$ cat src/rtl/fifo_wr_arbiter_if.sv
`default_nettype none
// ============================================================================
// Module  : fifo_wr_arbiter_if
// Brief   : Requester-side and FIFO-write-side signals of fifo_wr_arbiter.
// Revision: 1.0
// ============================================================================
interface fifo_wr_arbiter_if #(
    parameter int NUM_REQ    = 4,
    parameter int DATA_WIDTH = 8
);
    localparam int ID_W = (NUM_REQ > 1) ? $clog2(NUM_REQ) : 1;

    logic [NUM_REQ-1:0]            req_valid;
    logic [NUM_REQ*DATA_WIDTH-1:0] req_data;
    logic [NUM_REQ-1:0]            req_ready;
    logic                          fifo_full;
    logic                          fifo_w_en;
    logic [DATA_WIDTH-1:0]         fifo_data_in;
    logic [ID_W-1:0]               grant_id;
    logic                          busy;

    // Master drives requests and the FIFO full flag; the arbiter is the slave.
    modport master (
        output req_valid, req_data, fifo_full,
        input  req_ready, fifo_w_en, fifo_data_in, grant_id, busy
    );

    modport slave (
        input  req_valid, req_data, fifo_full,
        output req_ready, fifo_w_en, fifo_data_in, grant_id, busy
    );
endinterface
`default_nettype wire

$ cat src/rtl/fifo_wr_arbiter.sv
`default_nettype none
// ============================================================================
// Module  : fifo_wr_arbiter
// Brief   : Round-robin burst arbiter feeding one FIFO write port.
//           Define FIFO_WR_ARB_CNT_EN to add the 16-bit beat_count output.
// Revision: 1.0
// ============================================================================
module fifo_wr_arbiter #(
    parameter int NUM_REQ    = 4,
    parameter int DATA_WIDTH = 8,
    parameter int MAX_BURST  = 4
) (
    input  wire logic          clk,
    input  wire logic          wrst_n,
`ifdef FIFO_WR_ARB_CNT_EN
    output logic [15:0]        beat_count,
`endif
    fifo_wr_arbiter_if.slave   arb
);
    localparam int ID_W  = (NUM_REQ > 1) ? $clog2(NUM_REQ) : 1;
    localparam int CNT_W = (MAX_BURST > 1) ? $clog2(MAX_BURST) : 1;
    localparam logic [CNT_W-1:0] LAST_BEAT = CNT_W'(MAX_BURST - 1);
    localparam logic [ID_W-1:0]  LAST_ID   = ID_W'(NUM_REQ - 1);

    typedef enum logic [0:0] {
        IDLE  = 1'b0,
        GRANT = 1'b1
    } state_t;

    state_t             state_q;
    logic [ID_W-1:0]    owner_q;
    logic [ID_W-1:0]    rr_ptr_q;
    logic [CNT_W-1:0]   beat_cnt_q;

    logic [2*NUM_REQ-1:0]  rot_valid;
    logic                  pick_valid;
    logic [ID_W-1:0]       pick_id;
    logic [ID_W-1:0]       rr_ptr_d;
    logic                  owner_valid;
    logic [DATA_WIDTH-1:0] owner_data;
    logic [NUM_REQ-1:0]    ready;
    logic                  xfer;
    int                    pick_off;
    int                    pick_sum;

    // Rotating the doubled valid vector puts rr_ptr at bit 0, so the
    // lowest set bit is the round-robin winner's offset from rr_ptr.
    always_comb begin
        rot_valid  = {arb.req_valid, arb.req_valid} >> rr_ptr_q;
        pick_valid = 1'b0;
        pick_off   = 0;
        for (int i = 0; i < NUM_REQ; i++) begin
            if (!pick_valid && rot_valid[i]) begin
                pick_valid = 1'b1;
                pick_off   = i;
            end
        end
        pick_sum = int'(rr_ptr_q) + pick_off;
        if (pick_sum >= NUM_REQ) begin
            pick_sum = pick_sum - NUM_REQ;
        end
        pick_id  = ID_W'(pick_sum);
        rr_ptr_d = (pick_id == LAST_ID) ? '0 : pick_id + ID_W'(1);
    end

    always_comb begin
        owner_valid = 1'b0;
        owner_data  = '0;
        ready       = '0;
        for (int i = 0; i < NUM_REQ; i++) begin
            if (owner_q == ID_W'(i)) begin
                owner_valid = arb.req_valid[i];
                owner_data  = arb.req_data[i*DATA_WIDTH +: DATA_WIDTH];
                ready[i]    = (state_q == GRANT) && !arb.fifo_full;
            end
        end
    end

    assign xfer             = (state_q == GRANT) && owner_valid && !arb.fifo_full;
    assign arb.req_ready    = ready;
    assign arb.fifo_w_en    = xfer;
    assign arb.fifo_data_in = (state_q == GRANT) ? owner_data : '0;
    assign arb.grant_id     = owner_q;
    assign arb.busy         = (state_q == GRANT);

    always_ff @(posedge clk or negedge wrst_n) begin
        if (!wrst_n) begin
            state_q    <= IDLE;
            owner_q    <= '0;
            rr_ptr_q   <= '0;
            beat_cnt_q <= '0;
        end else begin
            case (state_q)
                IDLE: begin
                    if (pick_valid) begin
                        owner_q    <= pick_id;
                        rr_ptr_q   <= rr_ptr_d;
                        beat_cnt_q <= '0;
                        state_q    <= GRANT;
                    end
                end
                GRANT: begin
                    // A full FIFO holds both the grant and the beat count.
                    if (!owner_valid) begin
                        state_q <= IDLE;
                    end else if (xfer) begin
                        beat_cnt_q <= beat_cnt_q + CNT_W'(1);
                        if (beat_cnt_q == LAST_BEAT) begin
                            state_q <= IDLE;
                        end
                    end
                end
                default: state_q <= IDLE;
            endcase
        end
    end

`ifdef FIFO_WR_ARB_CNT_EN
    logic [15:0] beat_count_q;

    always_ff @(posedge clk or negedge wrst_n) begin
        if (!wrst_n) begin
            beat_count_q <= '0;
        end else if (xfer) begin
            beat_count_q <= beat_count_q + 16'd1;
        end
    end

    assign beat_count = beat_count_q;
`endif

endmodule
`default_nettype wire

$ cat src/flat_wrapper.sv
// flat-port wrapper written by rule: the top's interface ports become plain ports
module fifo_wr_arbiter_flat 
#(
    parameter int NUM_REQ    = 4,
    parameter int DATA_WIDTH = 8,
    parameter int MAX_BURST  = 4
)
  (clk, wrst_n, arb_req_valid, arb_req_data, arb_fifo_full, arb_req_ready, arb_fifo_w_en, arb_fifo_data_in, arb_grant_id, arb_busy);
  fifo_wr_arbiter_if #(.NUM_REQ(NUM_REQ), .DATA_WIDTH(DATA_WIDTH)) arb_i ();
  input  wire logic clk;
  input  wire logic wrst_n;
  input wire logic [$bits(arb_i.req_valid)-1:0] arb_req_valid;
  input wire logic [$bits(arb_i.req_data)-1:0] arb_req_data;
  input wire logic [$bits(arb_i.fifo_full)-1:0] arb_fifo_full;
  output wire logic [$bits(arb_i.req_ready)-1:0] arb_req_ready;
  output wire logic [$bits(arb_i.fifo_w_en)-1:0] arb_fifo_w_en;
  output wire logic [$bits(arb_i.fifo_data_in)-1:0] arb_fifo_data_in;
  output wire logic [$bits(arb_i.grant_id)-1:0] arb_grant_id;
  output wire logic [$bits(arb_i.busy)-1:0] arb_busy;
  assign arb_i.req_valid = arb_req_valid;
  assign arb_i.req_data = arb_req_data;
  assign arb_i.fifo_full = arb_fifo_full;
  assign arb_req_ready = arb_i.req_ready;
  assign arb_fifo_w_en = arb_i.fifo_w_en;
  assign arb_fifo_data_in = arb_i.fifo_data_in;
  assign arb_grant_id = arb_i.grant_id;
  assign arb_busy = arb_i.busy;
  fifo_wr_arbiter #(.NUM_REQ(NUM_REQ), .DATA_WIDTH(DATA_WIDTH), .MAX_BURST(MAX_BURST)) u_core (.clk(clk), .wrst_n(wrst_n), .arb(arb_i));
endmodule
$ cat config.mk
export PLATFORM = sky130hd
export DESIGN_NAME = fifo_wr_arbiter_flat
export DESIGN_NICKNAME = d
export VERILOG_FILES = /design/src/rtl/fifo_wr_arbiter_if.sv /design/src/rtl/fifo_wr_arbiter.sv /design/src/flat_wrapper.sv
export SDC_FILE = /design/constraint.sdc
export NUM_CORES = 1
export LEC_CHECK = 0
export CORE_AREA = 3 3 50 52
export CTS_BUF_LIST = sky130_fd_sc_hd__clkbuf_4 sky130_fd_sc_hd__clkbuf_8 sky130_fd_sc_hd__clkbuf_16
export DETAILED_ROUTE_END_ITERATION = 16
export DIE_AREA = 0 0 53 55
export HOLD_SLACK_MARGIN = 0.03
export PLACE_DENSITY = 0.84
export RECOVER_POWER = 100
export REMOVE_ABC_BUFFERS = 1
export SLEW_MARGIN = 20
export SYNTH_ARGS = -nofsm -noshare
export SYNTH_HDL_FRONTEND = slang
export SYNTH_SLANG_ARGS = --single-unit
$ cat constraint.sdc
create_clock -name clk -period 5.96 [get_ports clk]
set_input_delay 1.192 -clock clk [delete_from_list [all_inputs] [get_ports clk]]
set_output_delay 1.192 -clock clk [all_outputs]
set_load 0.01 [all_outputs]
==> results.tsv <==
metric	value	unit
avgSynthCellArea	10.1	um^2
rrSetupSlack	3.80	ns
gp_congestion	0.858	
clockPowerShare	0.084	
antenna_cells	0	
io_pins	55	
internal_power	334	uW
fin_crit_sh	0.725	
grt_pass1_vias	794	
hp-start	u_core.beat_cnt_q[1]	
grt_max_degree	18	
leakage	0.556	nW
power_switching	223	uW
worstSetupEndpointType	output pin	
tightest_slew	0.637	ns
path_class	input port to output pin	
min_path_type	flip-flop to flip-flop	
ctsHtreeMaxLevel	1	
clk_path_buf_depth	2	
cts_buffers	3	
placed_area	1340	um^2
layout_min_cycle_time	4.32	ns
ys_warn_count	0	
cts-root-buf	clkbuf_4	
finalInstanceArea	1360	um^2
fin_ws	1.64	ns
peakVddDrop	250	uV
ys_ff_latch	7	
status	finished clean	
crit_required	4.77	ns
drt_iter0_markers	6	
synth_cells	79	
synthDistinctLibCells	32	
synth.most_common_cell	and2_1	
drive_gt1_frac	0.0985	
cts_tree	done	
maxCapViolCount	0	
synth_ff_type	dfrtp_1	
p_per_area	409	nW/um^2
clock_latency	0.25	ns
postCtsHoldBufs	0	
postCtsSetupBuffers	0	
coreArea	2150	um^2
areaGrowthSynthToFinish	71.2	%
wl	2.42	mm
rsz0062_at_grt	false	
nets	174	
min_delay_worst_endpoint	u_core.beat_cnt_q[1]	
worstSetupStartpointType	input port	
combPwrFrac	0.662	
yosysSeqAreaShare	0.220	
netlist_top_cells_count	and2_1, nand2_1, nor2_1	
cp_data_arrival_time	3.13	ns
post-place-ws	1.85	ns
reg2regPathDepth	9	
vias_per_cell	5.18	
die_area	2920	um^2
dp_hpwl	1.99	mm
multi_input_area	578	um^2
wire_per_inst	15.1	um
num-fill-cells	175	
relSlewSlack	0.575	
cts_resized	0	
synth.largest_area_cell	dfrtp_1	
slew_viol_final	0	
setup-violations-final	0	
antenna_found_initial	0	
drc	0	
port-buffer-count	54	
dr.pass1.iters	4	
fin_setup_tns	0	ns
die_w	53	um
vias	829	
final-seq-area	175	um^2
synth_edf_count	0	
r2r_end	u_core.rr_ptr_q[1]	
path_max_fanout	7	
netlist_area	796	um^2
grt.overflow.total	0	
seqPwrFrac	0.254	
p_sw_frac	0.400	
hold_viol_final	0	
num_rows	17	
clkSinkCount	7	
synth_top_area_frac	0.220	
grt.total_usage	0.174	
die_h	55	um
timing.hold.worst_path_depth	2	
ant_nets	0	
fin_skew	0.00499	ns
synth_area_leaders	dfrtp_1, mux4_2, mux4_1, and2_1, xnor2_1	
clk_pin_slew	0.05	ns
async_flop_share	1.00	
start_util	0.370	
grt_first_pass_wirelength	3.66	mm
r2r-start	u_core.rr_ptr_q[0]	
fmax	0.231	GHz
## metrics by stage
step	hold slack, ns	power (mW)	instances	util
6_report	0.566	0.557	160	0.634
5_1_grt	0.604	0.606	160	0.634
4_1_cts	0.557	0.590	160	0.636
3_5_place_dp	0.549	0.540	156	0.622
3_3_place_gp	0.529	0.525	156	0.622
2_1_floorplan	0.510	0.370	74	-
## power by group through the flow
stage	Clock, mW	Sequential (mW)	Combinational [mW]
after floorplan	0	0.129	0.241
after global placement	0	0.141	0.384
after detailed placement	0	0.144	0.397
after CTS	0.0492	0.143	0.398
after global routing	0.0522	0.150	0.403
final	0.0470	0.141	0.369
## how the worst max path moves through the flow
stage / start / to / slack [ns] / depth (start not counted)
after global routing: arb_req_valid[0] / arb_fifo_w_en / 1.58 / 4
after floorplan: arb_req_valid[3] / arb_fifo_w_en / 2.92 / 2
after CTS: arb_req_valid[0] / arb_fifo_w_en / 1.85 / 4
after detailed placement: arb_req_valid[0] / arb_fifo_w_en / 1.85 / 4
final: arb_req_valid[0] / arb_fifo_w_en / 1.64 / 4
after global placement: arb_req_valid[0] / arb_fifo_w_en / 1.89 / 4
## cell usage in the layout (no fill, tap or decap), drive strengths merged, types with 2 or more instances in the layout
| cell type | instances |
|---|---|
| clkdlybuf4s50 | 36 |
| dlygate4sd3 | 18 |
| and2 | 9 |
| mux4 | 9 |
| nor2 | 8 |
| nand2 | 8 |
| dfrtp | 7 |
| xnor2 | 5 |
| clkbuf | 4 |
| o21ai | 4 |
| nand2b | 3 |
| a21oi | 2 |
| mux2i | 2 |
| ha | 2 |
## per-layer routing
layer / up-vias / share of wire / GRT usage
li1: 402 / - / -
met1: 376 / 0.36 / 0.183
met2: 49 / 0.49 / 0.324
met3: 2 / 0.14 / 0.0643
met4: 0 / 0.0058 / 0.0511
met5: - / 0 / 0
## kinds of logic (layout without fill, tap and decap cells)
kind of cell / Yosys count / count (layout) / share of synthesized area
XOR/XNOR: 6 / 6 / 0.0660
flip-flops: 7 / 7 / 0.220
adder cells (fa/ha/maj): 2 / 2 / 0.0314
AO/OA/AOI/OAI: 12 / 12 / 0.0975
multiplexers: 12 / 12 / 0.313
AND/OR/NAND/NOR: 34 / 34 / 0.223
buffers and inverters: 6 / 59 / 0.0487
## flip-flops by register name, indices dropped and copies added, names as in the netlist
register / count
u_core.arb.busy: 1
u_core.beat_cnt_q: 2
u_core.rr_ptr_q: 2
u_core.arb.grant_id: 2
## cell type report
class | count | share of cell area
inverter | 1 | 0.00275
sequential | 7 | 0.129
timing repair buffer | 54 | 0.397
multi-input combinational | 66 | 0.424
clock buffer | 4 | 0.0220
tap | 28 | 0.0257
## worst max-delay path, stage by stage
cell           delay (ns)
dlygate4sd3_1        0.64
mux4_2               0.54
and2_1               0.16
dlygate4sd3_1        0.60
Note: power is estimated with default switching activity, not from simulation.
